File: config.mk
export PLATFORM = sky130hd
export DESIGN_NAME = change_dispenser
export DESIGN_NICKNAME = d
export VERILOG_FILES = /design/src/rtl/change_dispenser.sv
export SDC_FILE = /design/constraint.sdc
export NUM_CORES = 1
export LEC_CHECK = 0
export CORE_ASPECT_RATIO = 1.25
export CORE_MARGIN = 10
export CORE_UTILIZATION = 44
export DETAILED_ROUTE_END_ITERATION = 12
export GPL_ROUTABILITY_DRIVEN = 0
export SYNTH_ARGS = -nofsm -noshare
export SYNTH_HDL_FRONTEND = slang
export SYNTH_SLANG_ARGS = --single-unit
export TNS_END_PERCENT = 30
File: constraint.sdc
create_clock -name clock -period 9.55 [get_ports clock]
set_input_delay 1.91 -clock clock [delete_from_list [all_inputs] [get_ports clock]]
set_output_delay 1.91 -clock clock [all_outputs]
set_load 0.1 [all_outputs]
File: src/rtl/change_dispenser.sv
// Change dispenser: validates a payment against coin/note stock,
// then ejects the change greedily, one item per ready cycle.
module change_dispenser #(
  parameter int VALUE_W         = 6,
  parameter int COIN_VALUE      = 2,
  parameter int NOTE_VALUE      = 10,
  parameter int STOCK_W         = 6,
  parameter int COIN_STOCK_INIT = 20,
  parameter int NOTE_STOCK_INIT = 5
) (
  input  logic               clock,
  input  logic               reset,
  input  logic               start,
  input  logic [VALUE_W-1:0] value_to_pay,
  input  logic [VALUE_W-1:0] input_money,
  input  logic               dispense_ready,
  input  logic               refill,
  output logic               coin_out,
  output logic               note_out,
  output logic               busy,
  output logic               done,
  output logic               error,
  output logic [1:0]         error_code,
  output logic [STOCK_W-1:0] coin_stock,
  output logic [STOCK_W-1:0] note_stock
);

  typedef enum logic [1:0] {
    IDLE,
    CALC,
    DISPENSE
  } state_t;

  localparam logic [31:0] NV = 32'(NOTE_VALUE);
  localparam logic [31:0] CV = 32'(COIN_VALUE);
  localparam logic [STOCK_W-1:0] CS_INIT = STOCK_W'(COIN_STOCK_INIT);
  localparam logic [STOCK_W-1:0] NS_INIT = STOCK_W'(NOTE_STOCK_INIT);
  localparam logic [STOCK_W-1:0] S_ONE = STOCK_W'(1);
  localparam logic [VALUE_W-1:0] V_ONE = VALUE_W'(1);

  state_t state_q, state_d;
  logic [VALUE_W-1:0] change_q, change_d;
  logic [STOCK_W-1:0] notes_q, notes_d;
  logic [VALUE_W-1:0] coins_q, coins_d;
  logic [STOCK_W-1:0] coin_stock_q, coin_stock_d;
  logic [STOCK_W-1:0] note_stock_q, note_stock_d;
  logic coin_out_q, coin_out_d;
  logic note_out_q, note_out_d;
  logic done_q, done_d;
  logic busy_q, busy_d;
  logic error_q, error_d;
  logic [1:0] error_code_q, error_code_d;

  logic [31:0] chg, notes_fit, notes_use;
  logic [31:0] coins_need, rem;
  logic last_item;

  // Greedy split: as many notes as stock allows, remainder in coins.
  always_comb begin
    chg        = 32'(change_q);
    notes_fit  = chg / NV;
    notes_use  = (notes_fit < 32'(note_stock_q)) ?
                 notes_fit : 32'(note_stock_q);
    coins_need = (chg - notes_use * NV) / CV;
    rem        = chg % CV;
  end

  always_comb begin
    state_d      = state_q;
    change_d     = change_q;
    notes_d      = notes_q;
    coins_d      = coins_q;
    coin_stock_d = coin_stock_q;
    note_stock_d = note_stock_q;
    coin_out_d   = 1'b0;
    note_out_d   = 1'b0;
    done_d       = 1'b0;
    error_d      = error_q;
    error_code_d = error_code_q;
    last_item    = 1'b0;
    unique case (state_q)
      IDLE: begin
        if (start) begin
          if (input_money < value_to_pay) begin
            error_d      = 1'b1;
            error_code_d = 2'b01;
          end else begin
            change_d     = input_money - value_to_pay;
            error_d      = 1'b0;
            error_code_d = 2'b00;
            state_d      = CALC;
          end
        end else if (refill) begin
          coin_stock_d = CS_INIT;
          note_stock_d = NS_INIT;
        end
      end
      CALC: begin
        state_d = IDLE;
        if (rem != 32'd0) begin
          error_d      = 1'b1;
          error_code_d = 2'b10;
        end else if (coins_need > 32'(coin_stock_q)) begin
          error_d      = 1'b1;
          error_code_d = 2'b11;
        end else if (change_q == '0) begin
          done_d = 1'b1;
        end else begin
          notes_d = STOCK_W'(notes_use);
          coins_d = VALUE_W'(coins_need);
          state_d = DISPENSE;
        end
      end
      DISPENSE: begin
        if (dispense_ready) begin
          if (notes_q != '0) begin
            note_out_d   = 1'b1;
            notes_d      = notes_q - S_ONE;
            note_stock_d = note_stock_q - S_ONE;
            last_item    = (notes_q == S_ONE) && (coins_q == '0);
          end else begin
            coin_out_d   = 1'b1;
            coins_d      = coins_q - V_ONE;
            coin_stock_d = coin_stock_q - S_ONE;
            last_item    = (coins_q == V_ONE);
          end
          if (last_item) begin
            done_d  = 1'b1;
            state_d = IDLE;
          end
        end
      end
      default: state_d = IDLE;
    endcase
    busy_d = (state_d != IDLE);
  end

  always_ff @(posedge clock) begin
    if (reset) begin
      state_q      <= IDLE;
      change_q     <= '0;
      notes_q      <= '0;
      coins_q      <= '0;
      coin_stock_q <= CS_INIT;
      note_stock_q <= NS_INIT;
      coin_out_q   <= 1'b0;
      note_out_q   <= 1'b0;
      done_q       <= 1'b0;
      busy_q       <= 1'b0;
      error_q      <= 1'b0;
      error_code_q <= 2'b00;
    end else begin
      state_q      <= state_d;
      change_q     <= change_d;
      notes_q      <= notes_d;
      coins_q      <= coins_d;
      coin_stock_q <= coin_stock_d;
      note_stock_q <= note_stock_d;
      coin_out_q   <= coin_out_d;
      note_out_q   <= note_out_d;
      done_q       <= done_d;
      busy_q       <= busy_d;
      error_q      <= error_d;
      error_code_q <= error_code_d;
    end
  end

  assign coin_out   = coin_out_q;
  assign note_out   = note_out_q;
  assign busy       = busy_q;
  assign done       = done_q;
  assign error      = error_q;
  assign error_code = error_code_q;
  assign coin_stock = coin_stock_q;
  assign note_stock = note_stock_q;

endmodule

==> impl_results.md <==
- Status: completed
- Pwr dens: 135 nW/um2
- DRC Markers: 0
- Initial core utilization: around 46%
- Pre-CTS WS: around 2.1 ns
- Total track usage: roughly 15%
- CP max stage cell: or4_1
- Layout Utilization: a little over half
- Hold buffer count at CTS: 0
- Final Max Slew Viols: 0
- Inst Count DP: 530
- Critical R2R Launch: change_q[4]$_SDFFE_PP0P_
- WP data required: approximately 9.8 ns
- Boundary Pins: 36
- Mapped cell area: between 3000 and 4000 um2
- Slew margin rel.: roughly 33%
- Actual slew at the worst max-slew pin: around 1.0 ns
- Clock slew at reported path FFs: 0.08 ns
- Crit. End Element: flip-flop
- Sw Pwr: 0.192 mW
- Initial drt markers: around 130
- Bufs and invs on worst path: 2
- Final period util: between 70% and 80%
- Final hold slack: ~0.46 ns
- Diodes inserted: 0
- Filler-free cell count of the finished design: approximately 540
- RSZ-0062 raised after global routing: no
- IO Port Bufs: 35
- Leakage Power: between 1.5 and 2 nW
- Die Height: approximately 120 um
- Syn avg cell area: 7.81 um2
- Final setup fails: 0
- EDFF count, synth: 0
- Yosys warning total: 0
- Cts repair resizes: 0
- Vias post-DR: just under 3k
- CTS tree: yes
- Min-Delay Endpoint: coins_q[5]$_SDFFE_PP0P_
- Syn Inst Count: between 400 and 500
- Clock sinks: 39
- Initial antenna violation count: 0
- Reg2reg end: notes_q[5]$_SDFFE_PP0P_
- Hpwl dp: roughly 6300 um
- Async SR Flop Fraction: 0%
- Final Critical Period: between 7 and 8 ns
- Yosys reg bits: 39
- # rows: 34
- Top_reg_cell synth: dfxtp_1
- P&R area growth vs syn: 17.3%
- Clock power share: between 20% and 30%
- F_max: roughly 130 MHz
- Nature of the critical path startpoint: flip-flop
- Worst-case reg-to-reg path depth: 29
- Share of layout cells above drive strength 1: under 10%
- Worst setup margin: a little over 2 ns
- Worst skew pair latency: about 0.30 ns
- Initial DRT Pass Iterations: 4
- Hold depth: 2
- Die span in x: roughly 96 um
- Core area: between 7000 and 8000 um2
- Worst Path Arrival: ~7.7 ns
- Power Internal: between 0.3 and 0.4 mW
- Crit path largest cell delay: 0.54 ns
- Die ar.: ~11000 um2
- Synth unique cells: 64
- Hold Violations, Final: 0
- R2R setup slack: between 2 and 2.5 ns
- Gate power share: between 30% and 40%
- Nets: ~500
- H-tree lvl count: 2
- Worst IR drop on VDD: 0.0682 mV
- Max cap viols: 0
- Vias in the first global route: 2901
- Hold Path Origin: coins_q[5]$_SDFFE_PP0P_
- Post-route ant nets: 0
- Crit-path max FO: 10
- Root Driver: clkbuf_8
- CTS Buffer Depth: 2
- Yosys top cell area share: 24.4%
- Cell taking the most area after synthesis: dfxtp_1
- Worst Skew: 0.00251 ns
- Global route overflow: 0
- Cell repeated most along the worst path: ha_1
- Post-synthesis sequential area ratio: 24.4%
- WL/cell: approximately 15 um
- Top Family by Delay on Critical Path: compound AO/OA/AOI/OAI gates
- Synth area leaders: dfxtp_1 (24%), ha_1 (16%), nor2_1 (5.0%), inv_1 (4.8%), a21oi_1 (4.5%)
- CP Class: flip-flop to flip-flop
- Vias per cell: between 5 and 6
- Setup bufs post-CTS: 0
- Total negative setup slack: 0 ns
- Fillers: between 600 and 700
- Sequential share of power: between 30% and 40%
- Largest net degree at the start of global routing: 32
- Net Sw Frac: between 30% and 40%
- First-pass GRT wire length: 13200 um
- Cts bufs inserted: 5
- Hold/Removal Path Class: flip-flop to flip-flop
- Final wirelength: 7910 um
==> registers in the layout (all words and copies together), names as in the netlist <==
signal      flops
busy            1
state_q         2
coins_q         6
note_out        1
coin_out        1
note_stock      6
error           1
coin_stock      6
done            1
error_code      2
notes_q         6
change_q        6
==> synthesized netlist by cell type, drive strengths merged (3+ instances only) <==
cell type / count
clkbuf: 9
nor2b: 8
nand3b: 3
o21a: 5
nand2: 31
dfxtp: 39
nor3: 19
mux2i: 3
xnor2: 13
and3: 3
a32oi: 3
or4: 4
o32ai: 4
a211oi: 3
or2: 6
nand4: 3
fa: 3
and2: 3
o22ai: 4
a21oi: 29
ha: 40
nor2: 43
o221ai: 3
a21o: 6
nand2b: 12
inv: 41
nor4: 3
o21ai: 19
nand3: 7
==> final cells by class <==
class	instances	area [um2]	share of cell area [%]
clock buffers	7	96.3	2.57
flip-flops and latches	39	781	20.8
inverters	43	161	4.30
clock inverters	1	7.51	0.200
repair buffers	37	365	9.73
well taps	90	113	3.00
multi-input cells	321	2230	59.4
==> routing by layer <==
layer	up-vias	GRT usage, %	wire length [um]
li1	1519	-	-
met1	1326	16.9	3540
met2	55	26.4	3870
met3	8	2.54	404
met4	0	4.43	93
met5	-	0	0
==> layout by cell type (no fill, tap or decap), drive strengths merged, types with 4 or more instances in the layout <==
cell type,instances
nor2b,8
o21ai,19
or4,4
conb,6
clkbuf,7
or2,6
inv,41
a21o,6
ha,40
o21a,5
nand2,31
clkdlybuf4s50,35
o22ai,4
dfxtp,39
nand2b,12
xnor2,13
nor2,43
nor3,19
a21oi,29
o32ai,4
nand3,7
==> how the worst max path moves through the flow <==
stage / cells after the start / from / to
2_1_floorplan: 29 / change_q[4]$_SDFFE_PP0P_ / notes_q[5]$_SDFFE_PP0P_
3_3_place_gp: 29 / change_q[4]$_SDFFE_PP0P_ / notes_q[5]$_SDFFE_PP0P_
3_5_place_dp: 29 / change_q[4]$_SDFFE_PP0P_ / notes_q[5]$_SDFFE_PP0P_
4_1_cts: 29 / change_q[4]$_SDFFE_PP0P_ / notes_q[5]$_SDFFE_PP0P_
5_1_grt: 29 / change_q[4]$_SDFFE_PP0P_ / notes_q[5]$_SDFFE_PP0P_
6_report: 29 / change_q[4]$_SDFFE_PP0P_ / notes_q[5]$_SDFFE_PP0P_
==> power by group through the flow <==
stage | clock network [mW] | registers [mW] | logic [mW]
after global placement | 0 | 0.184 | 0.198
after global routing | 0.137 | 0.182 | 0.224
after floorplan | 0 | 0.201 | 0.133
after CTS | 0.131 | 0.180 | 0.200
after detailed placement | 0 | 0.184 | 0.199
final | 0.127 | 0.180 | 0.200
==> logic make-up after synthesis <==
logic type	count (synthesis)	share of synthesized area, %
simple gates	152	23.9
other cells	2	0.235
buf+inv	54	6.41
compound gates	103	22.8
fa+ha+maj	43	17.5
mux	3	0.938
xor+xnor	14	3.83
flops	39	24.4
==> metrics by stage <==
| step | power, mW | instance area, um2 |
|---|---|---|
| 2_1_floorplan | 0.334 | 3220 |
| 3_3_place_gp | 0.382 | 3650 |
| 3_5_place_dp | 0.383 | 3650 |
| 4_1_cts | 0.511 | 3750 |
| 5_1_grt | 0.542 | 3750 |
| 6_report | 0.508 | 3750 |
==> worst min-delay path: cells and delay by family (launching register included) <==
kind | cells | cell delay [ns]
flip-flops | 1 | 0.31
AO/OA/AOI/OAI | 1 | 0.06
AND/OR/NAND/NOR | 1 | 0.05
Power figures use the tool's default switching activity.
